--- src/rtl/mult_pkg.sv ---
// Shared constants and state encoding for the sequential multiplier.
package mult_pkg;

    localparam int WIDTH  = 16;
    localparam int PWIDTH = 32;
    localparam int POSW   = 5;

    // 2'd3 is unused; the next-state logic steers it back to IDLE.
    typedef enum logic [1:0] {
        IDLE = 2'd0,
        RUN  = 2'd1,
        DONE = 2'd2
    } state_t;

endpackage

--- src/rtl/barrel_shift_16bit.sv ---
// 16-bit logical-right barrel shifter, four binary-weighted mux stages.
module barrel_shift_16bit (
    input  logic [15:0] in,
    input  logic [3:0]  ctrl,
    output logic [15:0] out
);

    logic [15:0] w_s1;
    logic [15:0] w_s2;
    logic [15:0] w_s4;

    assign w_s1 = ctrl[0] ? {1'b0, in[15:1]}     : in;
    assign w_s2 = ctrl[1] ? {2'b0, w_s1[15:2]}   : w_s1;
    assign w_s4 = ctrl[2] ? {4'b0, w_s2[15:4]}   : w_s2;
    assign out  = ctrl[3] ? {8'b0, w_s4[15:8]}   : w_s4;

endmodule

--- src/rtl/ctz16.sv ---
// Trailing-zero priority encoder; output is don't-care for a zero input.
module ctz16 (
    input  logic [15:0] i_val,
    output logic [3:0]  o_tz
);

    // Scan from the top so the lowest set bit is the last one to win.
    always_comb begin
        o_tz = 4'd0;
        for (int i = 15; i >= 0; i--) begin
            if (i_val[i]) o_tz = 4'(i);
        end
    end

endmodule

--- src/rtl/seq_mult_ctrl.sv ---
// Sequential 16x16 unsigned multiplier: one set multiplier bit per RUN cycle,
// zero runs skipped with the shared right barrel shifter.
//
//   state | meaning
//   IDLE  | waiting for start; operands sampled on accept
//   RUN   | add one shifted partial product per cycle until b_reg is empty
//   DONE  | product valid, done pulse, then back to IDLE
module seq_mult_ctrl
    import mult_pkg::*;
(
    input  logic              clk,
    input  logic              rst_n,
    input  logic              start,
    input  logic [WIDTH-1:0]  a,
    input  logic [WIDTH-1:0]  b,
    output logic              busy,
    output logic              done,
    output logic [PWIDTH-1:0] product
);

    state_t            r_state;
    state_t            w_state_nxt;
    logic [WIDTH-1:0]  r_a;
    logic [WIDTH-1:0]  r_b;
    logic [PWIDTH-1:0] r_acc;
    logic [POSW-1:0]   r_pos;

    logic [3:0]        w_tz;
    logic [WIDTH-1:0]  w_sh_out;
    logic [POSW-1:0]   w_shamt;
    logic [PWIDTH-1:0] w_addend;

    ctz16 u_ctz (
        .i_val (r_b),
        .o_tz  (w_tz)
    );

    barrel_shift_16bit u_shift (
        .in   (r_b),
        .ctrl (w_tz),
        .out  (w_sh_out)
    );

    // pos+tz never exceeds 15 while bits remain, so 5 bits cannot wrap.
    assign w_shamt  = r_pos + {1'b0, w_tz};
    assign w_addend = PWIDTH'(r_a) << w_shamt;

    // State register.
    always_ff @(posedge clk) begin
        if (!rst_n) r_state <= IDLE;
        else        r_state <= w_state_nxt;
    end

    // Next-state logic.
    always_comb begin
        w_state_nxt = IDLE;
        case (r_state)
            IDLE:    w_state_nxt = start ? RUN : IDLE;
            RUN:     w_state_nxt = (r_b == '0) ? DONE : RUN;
            DONE:    w_state_nxt = IDLE;
            default: w_state_nxt = IDLE;
        endcase
    end

    // Status outputs decoded from the current state.
    always_comb begin
        busy = 1'b0;
        done = 1'b0;
        case (r_state)
            RUN:  busy = 1'b1;
            DONE: begin
                busy = 1'b1;
                done = 1'b1;
            end
            default: ;
        endcase
    end

    // Datapath: operand capture on accept, one partial product per RUN cycle.
    always_ff @(posedge clk) begin
        if (!rst_n) begin
            r_a   <= '0;
            r_b   <= '0;
            r_acc <= '0;
            r_pos <= '0;
        end else if (r_state == IDLE && start) begin
            r_a   <= a;
            r_b   <= b;
            r_acc <= '0;
            r_pos <= '0;
        end else if (r_state == RUN && r_b != '0) begin
            r_acc <= r_acc + w_addend;
            r_b   <= w_sh_out >> 1;
            r_pos <= w_shamt + 5'd1;
        end
    end

    assign product = r_acc;

endmodule

--- config.mk ---
export PLATFORM = sky130hd
export DESIGN_NAME = seq_mult_ctrl
export DESIGN_NICKNAME = d
export VERILOG_FILES = /design/src/rtl/mult_pkg.sv /design/src/rtl/barrel_shift_16bit.sv /design/src/rtl/ctz16.sv /design/src/rtl/seq_mult_ctrl.sv
export SDC_FILE = /design/constraint.sdc
export NUM_CORES = 1
export LEC_CHECK = 0
export ABC_AREA = 1
export CAP_MARGIN = 30
export CORE_MARGIN = 3
export CORE_UTILIZATION = 30
export DETAILED_ROUTE_END_ITERATION = 6
export PLACE_DENSITY_LB_ADDON = 0.08
export SETUP_SLACK_MARGIN = 0.5
export SYNTH_ARGS = -nofsm -noshare
export SYNTH_HDL_FRONTEND = slang
export SYNTH_HIERARCHICAL = 1
export SYNTH_SLANG_ARGS = --single-unit
--- constraint.sdc ---
create_clock -name clk -period 5.3 [get_ports clk]
set_input_delay 1.06 -clock clk [delete_from_list [all_inputs] [get_ports clk]]
set_output_delay 1.06 -clock clk [all_outputs]
set_load 0.01 [all_outputs]
==> impl_metrics.tcl, run 1 <==
set metrics [dict create \
    fin_area_mm2 0.00968 \
    drcViolationCount 0 \
    cpMaxStageDelayCell "fa_2" \
    dpl.hpwl_mm 18.7 \
    synth_area_per_cell_um2 5.71 \
    relSlewSlack_pct 36.1 \
    critical_path_required_ps 5560 \
    cts_buffers 9 \
    num-nets-final 1373 \
    crit_type "register to register" \
    totalPowerFinal_mw 6.22 \
    crit_top_cell "nand2_1" \
    timing.final.crit_share_pct 85.0 \
    std_cell_rows 54 \
    die_w_um 157 \
    cts-root-buf "clkbuf_16" \
    vias_per_cell 4.96 \
    final_cells 1582 \
    netlist_instances 1200 \
    vias 7840 \
    p_clk_share_pct 11.3 \
    vdd_drop_max_v 0.000240 \
    wl_mm 25.2 \
    grt_usage_pct 19.5 \
    cp-end-kind "register" \
    switchingPower_mw 3.31 \
    report.final.slew_viol_count 0 \
    wl_per_cell_um 15.9 \
    drive_above_1_share_pct 24.7 \
    drt_iter0_drc 372 \
    power.share.sequential_pct 11.0 \
    internal_power_mw 2.91 \
    finClkSkew_ps 11.7 \
    drv_cap 0 \
    synth_area_mm2 0.00685 \
    crit_fanout 6 \
    power_frac_comb_pct 77.7 \
    rsz0062_at_grt "yes" \
    gp_congestion 0.924 \
    start_util_pct 31.0 \
    fp.dieH_um 157 \
    fmax_mhz 222 \
    clock_path_buffers 2 \
    cts_tree "yes" \
    drt_first_pass_iters 5 \
    hold_class "register to register" \
    portBuffers 68 \
    placed_area_mm2 0.00778 \
    worst_pin_slew_ps 958 \
    cp.arrival_ps 4760 \
    drtAntennaViolNets 0 \
    h-tree-depth 3 \
    clock_latency_ps 350 \
    cp-start-kind "register" \
    core_area_mm2 0.0221 \
    grt_pass1_vias 7105 \
    leakagePower_nw 4.23 \
    swShare_pct 53.2 \
    grt_max_degree 64 \
    setup_viol 0 \
    p_per_area_mw_per_mm2 643 \
    dieArea_mm2 0.0247 \
    ys_warn_count 6 \
    cp_slowest_stage_delay_ps 650 \
    clock_sinks 71 \
    synth_nets 1276 \
    n_antenna_cell 0 \
    grt_overflow 0 \
    hold_buffers 0 \
    dp.cells 1521 \
    antenna_found_initial 0 \
    path_clk_slew_ps 70 \
    period_needed_ps 4500 \
    grt_pass1_wl_mm 38.2 \
    areaGrowthSynthToFinish_pct 41.3 \
    io_pins 69 \
    tns_ps 0 \
    hold_viol_final 0 \
    outcome "finished, final reports clean" \
]
[through the flow]
step                hold WS [ps]  util, %  setup slack [ps]
detailed placement           466     35.2              98.3
global route                 495     43.8               453
CTS                          475     36.7               496
global placement             458     35.2               165
floorplan                    439        -               865
finish                       472     43.8               798
[worst max-delay path, delay by kind of cell (launching register included)]
family,cells,cell delay [ps]
AO/OA/AOI/OAI,4,530
adder cells (fa/ha/maj),3,1160
buffers and inverters,6,380
flip-flops,1,360
multiplexers,1,180
AND/OR/NAND/NOR,24,1780
[cells in the final DEF (no fill, tap or decap), drive strengths merged, types with 4 or more instances in the layout]
cell type	n
nor2	154
o21bai	10
o21a	16
clkdlybuf4s50	68
nor3	14
clkbuf	10
a21oi	81
inv	122
ha	39
buf	63
xor2	8
o22ai	4
clkinv	6
a31oi	5
nand3	116
nand2	388
o21ai	86
nand4	6
nor4	6
dfxtp	71
o211ai	5
xnor2	7
[area by class of cell]
type,count,area (um^2)
clock buffers,10,239
clock inverters,6,83.8
fillers,2332,12400
inverters,124,503
multi-input cells,958,5860
flip-flops and latches,71,1430
well taps,280,350
repair buffers,131,1200
repair inverters,2,15.0
[per-layer routing]
layer  track usage [%]  vias to the layer above  share of wire [%]
li1                  -                     4094                  -
met1              26.7                     3547                 47
met2              33.0                      177                 48
met3              2.61                       22                4.1
met4              3.84                        0                1.2
met5                 0                        -                  0
[registers in the layout, indices dropped and copies added (netlist names)]
name / count
r_pos: 5
r_state: 2
r_a: 16
r_b: 16
product: 32
[path summary, 6_finish.rpt]
path            from           to  slack, ps  cells after the start
min reg2reg   r_a[8]       r_a[8]        470                      2
max          r_b[14]  product[23]        800                     38
max reg2reg  r_b[14]  product[23]        800                     38
min           r_a[8]       r_a[8]        470                      2
[power by group through the flow]
stage,Sequential [mW],Combinational (mW),Clock (mW)
3_5_place_dp,0.690,3.16,0
5_1_grt,0.699,5.27,0.742
2_1_floorplan,0.681,2.27,0
6_report,0.686,4.84,0.701
3_3_place_gp,0.690,3.19,0
4_1_cts,0.678,3.19,0.716
[repair_timing]
action	CTS	global route
buffers inserted	0	41
setup endpoints to repair	23	26
resized for setup	8	332
gates cloned	0	4
pin swaps	0	85
Note: power is estimated with default switching activity, not from simulation.
==> run 2, diff against run 1 <==
- clock period: 5.3 -> 4.2 ns (I/O delays scaled with it)
==> run 2 against run 1 <==
  * The flow now finishes with violations (negative setup slack)
  * Cell area up 17%
  * Via count up 7.1%
  * Clock-buffer cell count is 1 higher
  * Critical endpoint is now product[19]
==> impl_metrics.tcl, run 2 (synthesized netlist as in run 1, its figures left out) <==
set metrics [dict create \
    crit_type "register to register" \
    drt_iter0_drc 484 \
    multiInputGateArea_mm2 0.00629 \
    cts-root-buf "clkbuf_16" \
    cts_tree "yes" \
    r2r_start "r_b[14]" \
    fill_cells 2228 \
    reg2reg_to "product[19]" \
    cp-endpoint "product[19]" \
    n_antenna_cell 0 \
    grt_pass1_vias 8133 \
    crit_top_cell "nand2_1" \
    grt_pass1_wl_mm 42.3 \
    hold_class "register to register" \
    fin_area_mm2 0.0113 \
    worst_pin_slew_ps 932 \
    grt_usage_pct 21.4 \
    timing.final.crit_share_pct 105 \
    ff2ff_path_depth 39 \
    grt_max_degree 64 \
    portBuffers 68 \
    crit_fanout 5 \
    hold_buffers 0 \
    regArea_mm2 0.00143 \
    finClkSkew_ps 13.3 \
    clock_path_buffers 2 \
    dieArea_mm2 0.0247 \
    p_clk_share_pct 9.8 \
    dp.cells 1680 \
    clock_sinks 71 \
    outcome "complete, but fails checks" \
    totalPowerFinal_mw 9.46 \
    relSlewSlack_pct 37.8 \
    rsz0062_at_grt "yes" \
    report.final.slew_viol_count 0 \
    vias 8397 \
    dp_slack_ps -519 \
    die_w_um 157 \
    drive_above_1_share_pct 36.5 \
    std_cell_rows 54 \
    power_frac_comb_pct 81.2 \
    hold_viol_final 0 \
    io_pins 69 \
    wl_mm 26.7 \
    ff2ff_setup_slack_ps -230 \
    antenna_found_initial 0 \
    fp.dieH_um 157 \
    grt_overflow 0 \
    drcViolationCount 0 \
    fmax_mhz 226 \
    period_needed_ps 4430 \
    switchingPower_mw 4.67 \
    setup_viol 20 \
    drt_first_pass_iters 5 \
    drv_cap 0 \
    largest_register_ffs 32 \
    gp_congestion 0.935 \
    dpl.hpwl_mm 19.9 \
    cp.arrival_ps 4690 \
    vdd_drop_max_v 0.000409 \
    layout_commonest_cell "nand2_1" \
    start_util_pct 31.0 \
    internal_power_mw 4.79 \
    h-tree-depth 3 \
    violations "negative setup slack" \
    placed_area_mm2 0.00914 \
    leakagePower_nw 5.10 \
    cp_slowest_stage_delay_ps 630 \
    vias_per_cell 4.85 \
    wl_per_cell_um 15.4 \
    power.share.sequential_pct 9.0 \
    critical_path_required_ps 4460 \
    final_cell_mix "nand2_1, buf_4, nor2_1" \
    path_clk_slew_ps 70 \
    p_per_area_mw_per_mm2 834 \
    drtAntennaViolNets 0 \
    core_area_mm2 0.0221 \
    cts_buffers 9 \
    cpMaxStageDelayCell "fa_2" \
    cp-end-kind "register" \
    fin_ws_ps -229 \
    areaGrowthSynthToFinish_pct 65.6 \
    cp-startpoint "r_b[14]" \
    num-nets-final 1522 \
    clock_latency_ps 350 \
    swShare_pct 49.3 \
    final_cells 1731 \
    cp-start-kind "register" \
]
run 2: layout make-up:
cell class | instances | area share (%)
Inverter | 124 | 4.41
Multi-Input combinational cell | 958 | 55.5
Clock buffer | 11 | 2.05
Clock inverter | 5 | 0.938
Timing Repair inverter | 1 | 0.0993
Timing Repair Buffer | 281 | 21.4
Sequential cell | 71 | 12.6
Tap cell | 280 | 3.09
run 2: worst min path at each step:
stage	start	end	slack, ps	depth (start not counted)
after floorplan	r_a[10]	r_a[10]	440	2
after global placement	r_a[2]	r_a[2]	450	2
after detailed placement	r_a[2]	r_a[2]	460	2
after CTS	r_a[2]	r_a[2]	470	2
after global routing	r_a[13]	r_a[13]	510	2
final	r_a[2]	r_a[2]	470	2
run 2: what timing repair did:
action                                  CTS  global route
endpoints found under the setup margin   31            32
pin swaps                                73            56
gates resized for setup                 221           145
setup buffers                            22            11
gates cloned                              2             0
run 2: through the flow:
step	hold WS, ps	TNS [ps]	util (%)
after detailed placement	457	-9540	41.4
after global routing	505	-12660	51.3
after CTS	467	-2590	48.1
after floorplan	439	0	-
final	468	-3120	51.3
after global placement	452	-9780	41.4
run 2: critical path: cells and delay by family (launching register included):
family | cells | cell delay, ps
buf+inv | 10 | 830
compound gates | 6 | 880
fa+ha+maj | 3 | 1070
simple gates | 20 | 1240
flops | 1 | 320
run 2: power groups by stage:
stage	registers [mW]	clock network, mW	logic [mW]
finish	0.854	0.925	7.68
global route	0.866	0.976	8.28
CTS	0.852	0.942	6.77
detailed placement	0.854	0	5.26
global placement	0.855	0	5.28
floorplan	0.862	0	3.02
run 2: metal layers:
metal	vias up	part of all wire, %	wire length (um)	track usage [%]
met1	3816	45	12200	27.7
li1	4371	-	-	-
met3	35	3.4	915	2.78
met4	0	2.6	682	6.90
met2	175	49	13000	36.7
met5	-	0	0	0
==> patch: new RTL, flow settings as in run 1 <==
Encoding of `state_t`: now one-hot (3 bits for 3 states).
--- a/src/rtl/mult_pkg.sv
+++ b/src/rtl/mult_pkg.sv
@@ -8,6 +8,6 @@
     // 2'd3 is unused; the next-state logic steers it back to IDLE.
-    typedef enum logic [1:0] {
-        IDLE = 2'd0,
-        RUN  = 2'd1,
-        DONE = 2'd2
+    typedef enum logic [2:0] {
+        IDLE = 3'b001,
+        RUN  = 3'b010,
+        DONE = 3'b100
     } state_t;
Check against the original RTL: no difference found for any inputs over 4 cycles, from zero or initial values and one cycle with rst_n low; so few cycles prove little.
==> patch against run 1 <==
- first-iteration DRC count rose by 21%
- setup slack got worse by 0.052 ns
- via count fell by 2.7%
- largest cell class unchanged
- final area fell by 11%
- sequential cell count rose by 1
- global-route usage barely moved
- synthesized area rose by 0.73%
- wire length fell by 3.1%
Power is not compared: it rests on default switching activity, and its combinational part moved more than twofold at a synthesized area within 25%.
==> patch: results (changes against run 1) <==
setup_path:
  cp.arrival_ns: 4.81  # +0.05 ns
  slowest_delay_ns: 0.64
  criticalPathCategory: "reg -> reg"
  critPathMaxFanout: 8  # +2
  rrSetupSlack_ns: 0.75  # -0.05 ns
  timing.rr.start: "r_b[14]$_SDFFE_PN0P_"
  cpMaxStageDelayCell: "fa_2"
cts:
  clk_path_buf_depth: 2  # unchanged
  htree_num_levels: 3  # unchanged
  clkSlewWorstSetupHoldPaths_ns: 0.07  # about the same
  cts_buffers: 9  # unchanged
  clkLatencyLatePin_ns: 0.36
  root_buffer: "clkbuf_16"
final_layout:
  num_antenna_cells: 0  # unchanged
  finalNetCount: 1320  # -3.9%
  largest_reg_flops: 32  # unchanged
  drive_gt1_share_pct: 14.4  # -10 points
  nFillCells: 2463  # +5.6%
outcome:
  status: "completed"
placement:
  portBuffers: 68  # unchanged
  dpl.hpwl_um: 18800  # +0.46%
  dpl-instance-area_um2: 7730  # -0.68%
  globalplace.congestion: 0.925  # about the same
routing:
  first_pass_iters: 5  # unchanged
  dr.first_iter.drc_count: 451  # +21%
  viasPerCell: 4.98  # +0.52%
  wl_per_cell_um: 15.9  # about the same
pwr:
  max-vdd-ir-drop_mv: 0.158
  p_leak_uw: 0.00385
grt:
  grt_max_degree: 78  # +22%
  grt_pass1_vias: 6994  # -1.6%
  grt_usage_pct: 19.5  # -0.022 points
  grt_pass1_wl_um: 38200  # -0.16%
  antenna_found_initial: 0  # unchanged
hold_path:
  min_path_type: "reg -> reg"
  hold_path_startpoint: "r_a[10]$_SDFFE_PN0P_"
timing:
  skew_ns: 0.00979  # -0.00192 ns
  tightest_slew_ns: 0.901  # -0.0566 ns
  final_hold_viol_count: 0  # unchanged
synth:
  yosysWarnings: 6  # unchanged
## patch: cell types whose count changed in the layout (fill, tap and decap cells not counted), moves of 12 or more
| cell | run 1 | this run |
|---|---|---|
| a31oi_1 | 1 | 18 |
| buf_4 | 53 | 26 |
| ha_4 | 19 | 7 |
| nand2_1 | 331 | 352 |
| nand2_2 | 52 | 24 |
| nand3_1 | 106 | 122 |
| nor2_1 | 109 | 126 |
| nor2_4 | 24 | 6 |
| o21a_1 | 16 | 2 |
## patch: worst paths after layout
kind	endpoint	cells past startpoint
hold reg to reg	r_a[10]$_SDFFE_PN0P_	2
setup / recovery	product[26]$_SDFFE_PP0P_	37
hold / removal	r_a[10]$_SDFFE_PN0P_	2
setup reg to reg	product[26]$_SDFFE_PP0P_	37
## patch: per-stage QoR
| stage | std cells | setup slack (ns) | total power [uW] | utilization, % | hold WS [ns] |
|---|---|---|---|---|---|
| 5_1_grt | 1532 | 0.310 | 2930 | 38.6 | 0.495 |
| 3_5_place_dp | 1503 | 0.324 | 1870 | 34.8 | 0.465 |
| 3_3_place_gp | 1503 | 0.365 | 1890 | 34.8 | 0.460 |
| 6_report | 1532 | 0.746 | 2710 | 38.6 | 0.471 |
| 2_1_floorplan | 1188 | 0.863 | 1560 | - | 0.439 |
| 4_1_cts | 1519 | 0.497 | 2500 | 36.1 | 0.475 |
## patch: layout make-up
type | count | share of cell area, %
clock inverter | 7 | 0.626
clock buffer | 9 | 2.62
multi-input combinational | 940 | 59.2
tap | 280 | 4.08
inverter | 127 | 5.94
sequential | 72 | 16.9
timing repair buffer | 97 | 10.6
## patch: critical path, delay by kind of cell, from the launching register on
| family | cells | cell delay (ns) |
|---|---|---|
| compound gates | 6 | 1.05 |
| fa+ha+maj | 3 | 1.22 |
| buf+inv | 4 | 0.29 |
| flops | 1 | 0.35 |
| simple gates | 24 | 1.54 |
## patch: where the power goes
part	internal, uW	switching, uW	leakage, uW
Sequential	568	29.0	0.000589
Clock	321	292	0.000128
Combinational	531	974	0.00313
## patch: what timing repair did
action | CTS | global route
hold endpoints to repair | 0 | 0
buffers inserted | 0 | 13
setup endpoints to repair | 15 | 25
gates resized for setup | 8 | 139
pin swaps | 0 | 37
## patch: metal layers
| layer | global-route usage [%] | wire, um | vias up |
|---|---|---|---|
| li1 | - | - | 3994 |
| met1 | 26.1 | 11700 | 3431 |
| met2 | 32.7 | 11500 | 171 |
| met3 | 2.21 | 675 | 36 |
| met4 | 6.24 | 584 | 0 |
| met5 | 0 | 0 | - |
